`src/rtl/piso_serializer.sv`:
```
`default_nettype none
// ============================================================================
// Module   : piso_serializer
// Purpose  : Parallel-in, serial-out word serializer. It double-buffers words
//            so the output bitstream is continuous, and marks each word's
//            first bit.
// Revision : 1.0 - initial release
// ============================================================================
module piso_serializer #(
    parameter int WIDTH     = 4,
    parameter bit MSB_FIRST = 1'b1
) (
    input  logic             clk,
    input  logic             clr,
    input  logic [WIDTH-1:0] din,
    input  logic             din_valid,
    output logic             din_ready,
    output logic             sout,
    output logic             sout_valid,
    output logic             sout_first
);

    localparam int              c_CW    = $clog2(WIDTH);
    localparam logic [c_CW-1:0] c_LAST  = c_CW'(WIDTH - 1);
    localparam logic [0:0]      c_IDLE  = 1'b0;
    localparam logic [0:0]      c_SHIFT = 1'b1;

    logic [0:0]       r_state;
    logic [0:0]       w_next_state;
    logic [WIDTH-1:0] r_hold;
    logic             r_hold_full;
    logic [WIDTH-1:0] r_shift;
    logic [c_CW-1:0]  r_cnt;
    logic             r_first;

    logic             w_accept;
    logic             w_last;
    logic             w_load;
    logic [WIDTH-1:0] w_shifted;
    logic             w_out_bit;

    assign w_accept = din_valid & ~r_hold_full;
    assign w_last   = (r_state == c_SHIFT) && (r_cnt == c_LAST);
    // A transfer happens from IDLE, or at the end of a word, but only if a word is held.
    assign w_load   = r_hold_full & ((r_state == c_IDLE) | w_last);

    generate
        if (MSB_FIRST) begin : g_msb_first
            assign w_shifted = {r_shift[WIDTH-2:0], 1'b0};
            assign w_out_bit = r_shift[WIDTH-1];
        end else begin : g_lsb_first
            assign w_shifted = {1'b0, r_shift[WIDTH-1:1]};
            assign w_out_bit = r_shift[0];
        end
    endgenerate

    // State register plus datapath registers
    always_ff @(posedge clk or negedge clr) begin
        if (!clr) begin
            r_state     <= c_IDLE;
            r_hold      <= '0;
            r_hold_full <= 1'b0;
            r_shift     <= '0;
            r_cnt       <= '0;
            r_first     <= 1'b0;
        end else begin
            r_state <= w_next_state;

            if (w_accept) begin
                r_hold      <= din;
                r_hold_full <= 1'b1;
            end else if (w_load) begin
                r_hold_full <= 1'b0;
            end

            if (w_load) begin
                r_shift <= r_hold;
                r_cnt   <= '0;
                r_first <= 1'b1;
            end else if (w_last) begin
                // Clearing here keeps sout low throughout IDLE.
                r_shift <= '0;
                r_cnt   <= '0;
                r_first <= 1'b0;
            end else if (r_state == c_SHIFT) begin
                r_shift <= w_shifted;
                r_cnt   <= r_cnt + 1'b1;
                r_first <= 1'b0;
            end
        end
    end

    // Next-state logic
    always_comb begin
        w_next_state = r_state;
        case (r_state)
            c_IDLE:  if (r_hold_full) w_next_state = c_SHIFT;
            c_SHIFT: if (w_last && !r_hold_full) w_next_state = c_IDLE;
            default: w_next_state = c_IDLE;
        endcase
    end

    // Output decode, which is driven from registers only
    always_comb begin
        din_ready  = ~r_hold_full;
        sout       = w_out_bit;
        sout_valid = (r_state == c_SHIFT);
        sout_first = r_first;
    end

endmodule
`default_nettype wire
```
`config.mk`:
```
export PLATFORM = sky130hd
export DESIGN_NAME = piso_serializer
export DESIGN_NICKNAME = d
export VERILOG_FILES = /design/src/rtl/piso_serializer.sv
export SDC_FILE = /design/constraint.sdc
export NUM_CORES = 1
export LEC_CHECK = 0
export CORE_MARGIN = 3
export CORE_UTILIZATION = 40
export DETAILED_ROUTE_END_ITERATION = 8
export GPL_ROUTABILITY_DRIVEN = 0
export PLACE_DENSITY = 0.74
export SYNTH_ARGS = -nofsm -noshare
export SYNTH_HDL_FRONTEND = slang
export SYNTH_SLANG_ARGS = --single-unit
export TNS_END_PERCENT = 50
```
`constraint.sdc`:
```
create_clock -name clk -period 2.7 [get_ports clk]
set_input_delay 0.405 -clock clk [delete_from_list [all_inputs] [get_ports clk]]
set_output_delay 0.405 -clock clk [all_outputs]
set_load 0.02 [all_outputs]
```
==> impl_results.md, run 1 <==
- Status: completed
- Max_cap viols: 0
- Most common cell after layout, fill and taps aside: dfrtp_1
- GRT Overall Usage: 12.1%
- Worst EP required: 2300 ps
- Hpwl dp: 741 um
- Post-route ant nets: 0
- Initial DRC Count: 0
- Worst Hold Class: in -> async
- Peak supply drop: 0.627 mV
- Cts bufs inserted: 3
- CTS H-Tree Depth: 1
- TritonCTS clock tree: built
- Arr. time, crit path: 1550 ps
- Leak: 0.000312 uW
- Clock Skew: 0.683 ps
- Final setup violating endpoints: 0
- Num Clock Sinks: 13
- Clk_lat worst skew: 270 ps
- Die Wd: 43.7 um
- Largest net degree at the start of global routing: 14
- Setup CP Type: reg -> out
- Fin. Hold Viols: 0
- Vias per cell: 5.47
- Distinct cell type count after synthesis: 19
- Avg WL per Cell: 13.8 um
- Vias in the first global route: 394
- Seq cells post-synth: 13
- Max frequency: 510 MHz
- First-pass detailed-route iteration total: 1
- Cells after Synth: 42
- Num ports: 11
- Fin. max-slew vios: 0
- Hold-fix buffers, CTS: 0
- PD cells: 1180 nW/um2
- Register area share after synthesis: 57.1%
- CP startpoint kind: flop
- Diodes inserted: 0
- Ys Warns: 0
- Synth top area cells: dfrtp_1, mux2_2, a311o_1
- Gr ovfl total: 0
- Area Overhead vs Synth: 22.4%
- RSZ-0062 raised after global routing: false
- Vias: 372
- Initial Util: 46.8%
- Worst-path maximum fanout: 12
- Syn_nets: 50
- Post-layout nets: 63
- Mean Syn Cell Area: 13.6 um2
- Port Buffer Count: 10
- Top cell type by total area after synthesis: dfrtp_1
- Deepest clock path buffer count: 2
- Initial antenna violation count: 0
- Setup Fix Bufs, Post-CTS: 0
- Die ar.: 1910 um2
- Setup crit end kind: output port
- Tcrit/Tclk final: 72.6%
- Post-synthesis cell area: 569 um2
- Final Hold Slack: 499 ps
- First-pass GRT wire length: 1610 um
- Root Buffer: clkbuf_4
- Chip height: 43.7 um
- Slew of the pin with the lowest slew margin: 567 ps
- DRC Markers: 0
- WL final: 937 um
- Row count: 12
- CTS-repair resized insts: 0
- Post-synth top area share: 57.1%
- Final setup TNS: 0 ps
- Period minus WS final: 1960 ps
- Share of layout cells above drive strength 1: 16.7%
- Commonest cells after routing, fill and taps aside: dfrtp_1, clkdlybuf4s50_1, mux2_2
- Slew margin rel.: 62.1%
- Worst-path clk slew: 70 ps
- Core box area: 1220 um2
==> logic make-up (layout without fill, tap and decap cells) <==
group	after synthesis	count (layout)	synth area share, %
simple gates	11	11	13.8
flops	13	13	57.1
buf+inv	4	16	4.18
compound gates	7	7	11.0
fa+ha+maj	1	1	2.20
mux	6	6	11.6
==> cell usage after synthesis <==
master,number
buf_6,1
o22ai_1,1
ha_1,1
a311o_1,3
nand2_1,1
and3b_1,3
o2bb2ai_1,1
nand2b_1,1
nor2b_2,1
nor3b_1,3
dfrtp_1,13
a21o_1,1
and2b_1,1
buf_2,1
nor2_1,1
mux2i_1,1
mux2_2,5
a32o_1,1
inv_1,2
==> sequential cells by signal (all words and copies together) (netlist names) <==
signal / cells
r_cnt: 2
sout_valid: 1
r_hold: 4
r_hold_full: 1
r_shift: 4
sout_first: 1
==> per-layer routing <==
metal / vias up / routed length [um] / global-route usage (%)
li1: 178 / - / -
met1: 178 / 410 / 12.6
met2: 12 / 455 / 19.8
met3: 4 / 53 / 2.90
met4: 0 / 18 / 10.8
met5: - / 0 / 0
==> cell type report <==
| class | count | area [um2] |
|---|---|---|
| clock buffers | 4 | 26.3 |
| repair buffers | 10 | 100 |
| flip-flops and latches | 13 | 325 |
| inverters | 2 | 7.51 |
| fillers | 94 | 519 |
| well taps | 14 | 17.5 |
| multi-input cells | 25 | 220 |
==> worst max-delay path: stages (launching register included) <==
cell             delay (ps)
dfrtp_1                 510
inv_1                   160
clkdlybuf4s50_1         620
==> report_power, final <==
part           total [uW]  internal, uW  leakage (uW)  switching, uW
clock network         114          57.2     0.0000150           56.7
logic                 336           191      0.000139            145
registers             371           284      0.000158           86.9
total                 821           533      0.000312            289
==> metrics by stage <==
stage               cell area, um2  utilization (%)  instances  setup WS (ps)  power [uW]
finish                         697             57.3         68            740         821
global route                   697             57.3         68            664         880
CTS                            697             57.3         68            726         830
detailed placement             671             55.1         64           1030         715
global placement               671             55.1         64           1080         693
floorplan                      569                -         42           1450         615
==> worst paths after layout <==
check                                             start  depth (start not counted)                      to  slack, ps
worst max-delay path            r_hold_full$_DFFE_PN0P_                          2               din_ready        740
worst min-delay path                                clr                          1    sout_valid$_DFF_PN0_        500
worst max register to register     r_cnt[0]$_DFFE_PN0P_                          3  r_shift[3]$_DFFE_PN0P_       1340
worst min register to register    r_hold[3]$_DFFE_PN0P_                          1   r_hold[3]$_DFFE_PN0P_        530
max in group asynchronous                           clr                          1    r_cnt[0]$_DFFE_PN0P_       1830
min in group clk                  r_hold[3]$_DFFE_PN0P_                          1   r_hold[3]$_DFFE_PN0P_        530
No activity file was read; power rests on OpenSTA's default activity.
==> inputs of run 2 (changes only) <==
--- a/config.mk
+++ b/config.mk
@@ -9,7 +9,7 @@
 export CORE_UTILIZATION = 40
 export DETAILED_ROUTE_END_ITERATION = 8
 export GPL_ROUTABILITY_DRIVEN = 0
-export PLACE_DENSITY = 0.74
+export PLACE_DENSITY = 0.77
 export SYNTH_ARGS = -nofsm -noshare
 export SYNTH_HDL_FRONTEND = slang
 export SYNTH_SLANG_ARGS = --single-unit
==> constraint.sdc (replaced) <==
create_clock -name clk -period 1.7 [get_ports clk]
set_input_delay 0.255 -clock clk [delete_from_list [all_inputs] [get_ports clk]]
set_output_delay 0.255 -clock clk [all_outputs]
set_load 0.02 [all_outputs]
==> run 2 against run 1 <==
  * Sequential power rose by 40%
  * Cell area up 2.2%
  * Register-to-register slack got worse by 1000 ps
  * Clock-buffer cell count did not move
  * Core utilization rose by 1.2 points
  * First-iteration DRC count increased by 6
  * Final cell count up 2.9%
  * Die area is the same
  * Clock power grew 62%
  * Hold slack got worse by 150 ps
  * Wire length is 5.0% lower
  * Largest power group is now combinational logic
==> impl_results.md, run 2 (synthesis results as in run 1) <==
- Num ports: 11 (unchanged)
- Top Registers: r_hold (4), r_shift (4), r_cnt (2)
- WL final: 890 um (-5.0%)
- Vias per cell: 5.49 (+0.28%)
- TritonCTS clock tree: built
- CP startpoint kind: flop
- Avg WL per Cell: 12.7 um (-7.7%)
- Vias: 384 (+3.2%)
- Area Overhead vs Synth: 25.1%
- Vias in the first global route: 380 (-3.6%)
- Die Wd: 43.7 um (unchanged)
- Root Buffer: clkbuf_4
- Period minus WS final: 1600 ps
- Clk_lat worst skew: 270 ps (about the same)
- Worst EP required: 1440 ps (-860 ps)
- Diodes inserted: 0 (unchanged)
- Peak supply drop: 0.846 mV (+35%)
- Initial antenna violation count: 0 (unchanged)
- Pre-CTS setup slack: 242 ps (-790 ps)
- CTS-repair resized insts: 0 (unchanged)
- Setup Fix Bufs, Post-CTS: 0 (unchanged)
- Row count: 12 (unchanged)
- Max_cap viols: 0 (unchanged)
- CTS H-Tree Depth: 1 (unchanged)
- Deepest clock path buffer count: 2 (unchanged)
- Post-route ant nets: 0 (unchanged)
- Worst Hold Class: in -> async
- Most common cell after layout, fill and taps aside: dfrtp_1
- Port Buffer Count: 10 (unchanged)
- GRT Overall Usage: 11.0% (-1.0 points)
- Setup ws final: 103 ps (-637 ps)
- Commonest cells after routing, fill and taps aside: dfrtp_1, clkdlybuf4s50_1, mux2_2
- Die ar.: 1910 um2 (unchanged)
- Initial Util: 46.8% (unchanged)
- Num Clock Sinks: 13 (unchanged)
- Chip height: 43.7 um (unchanged)
- Core box area: 1220 um2 (unchanged)
- Worst-path maximum fanout: 3 (-9)
- Setup CP Type: reg -> out
- PD cells: 1870 nW/um2 (+58%)
- Leak: 0.000321 uW (+2.9%)
- Slew margin rel.: 60.9% (-1.2 points)
- Initial DRC Count: 6 (+6)
- Status: completed
- Tcrit/Tclk final: 93.9%
- Gr ovfl total: 0 (unchanged)
- Post-layout nets: 65 (+3.2%)
- Final setup TNS: 0 ps (unchanged)
- Share of layout cells above drive strength 1: 19.6% (+3.0 points)
- Max frequency: 626 MHz
- Arr. time, crit path: 1340 ps (-210 ps)
- Fin. Hold Viols: 0 (unchanged)
- First-pass detailed-route iteration total: 2 (+1)
- RSZ-0062 raised after global routing: false
- Hold-fix buffers, CTS: 0 (unchanged)
- Final setup violating endpoints: 0 (unchanged)
- Cts bufs inserted: 3 (unchanged)
- Clock Skew: 4.74 ps (+4.06 ps)
- First-pass GRT wire length: 1490 um (-7.7%)
- Largest net degree at the start of global routing: 14 (unchanged)
- Slew of the pin with the lowest slew margin: 585 ps (+18.1 ps)
- Fin. max-slew vios: 0 (unchanged)
- Setup crit end kind: output port
- DRC Markers: 0 (unchanged)
- Worst-path clk slew: 80 ps (about the same)
## run 2: cell types whose count changed in the layout (fill, tap and decap cells not counted)
| cell | previous run | this run |
|---|---|---|
| buf_4 | 0 | 2 |
## run 2: per-layer routing
| layer | up-vias | global-route usage (%) | part of all wire (%) |
|---|---|---|---|
| met2 | 13 | 16.0 | 42 |
| met1 | 184 | 13.0 | 48 |
| met3 | 5 | 2.49 | 6.5 |
| li1 | 182 | - | - |
| met4 | 0 | 10.8 | 4.0 |
| met5 | - | 0 | 0 |
## run 2: worst paths after layout
path / startpoint / to / slack (ps) / cells after the start
max: r_hold_full$_DFFE_PN0P_ / din_ready / 100 / 2
min: clr / sout_valid$_DFF_PN0_ / 350 / 1
max reg2reg: r_cnt[0]$_DFFE_PN0P_ / r_shift[1]$_DFFE_PN0P_ / 340 / 3
min reg2reg: r_hold_full$_DFFE_PN0P_ / sout_valid$_DFF_PN0_ / 490 / 2
max in group asynchronous: clr / r_shift[2]$_DFFE_PN0P_ / 970 / 1
min in group clk: r_hold_full$_DFFE_PN0P_ / sout_valid$_DFF_PN0_ / 490 / 2
## run 2: through the flow
step / power, uW / instance area [um2] / hold WS [ps] / std cells / util (%)
final: 1330 / 712 / 349 / 70 / 58.5
after CTS: 1350 / 712 / 365 / 70 / 58.5
after global placement: 1150 / 686 / 468 / 66 / 56.4
after global routing: 1440 / 712 / 382 / 70 / 58.5
after detailed placement: 1160 / 686 / 476 / 66 / 56.4
after floorplan: 977 / 569 / -40.6 / 42 / -
## run 2: layout make-up
cell class	instances	area, um2
clock buffer	4	26.3
sequential	13	325
inverter	2	7.51
timing repair buffer	12	115
multi-input combinational	25	220
tap	14	17.5
fill	111	504
## run 2: critical path, stage by stage (launching register included)
cell,delay (ps)
dfrtp_1,380
inv_1,90
clkdlybuf4s50_1,600
## run 2: where the power goes
| group | switching (uW) | total, uW | internal [uW] |
|---|---|---|---|
| clock network | 94.5 | 185 | 90.9 |
| registers | 66.7 | 519 | 452 |
| logic | 292 | 624 | 333 |
| total | 453 | 1330 | 876 |
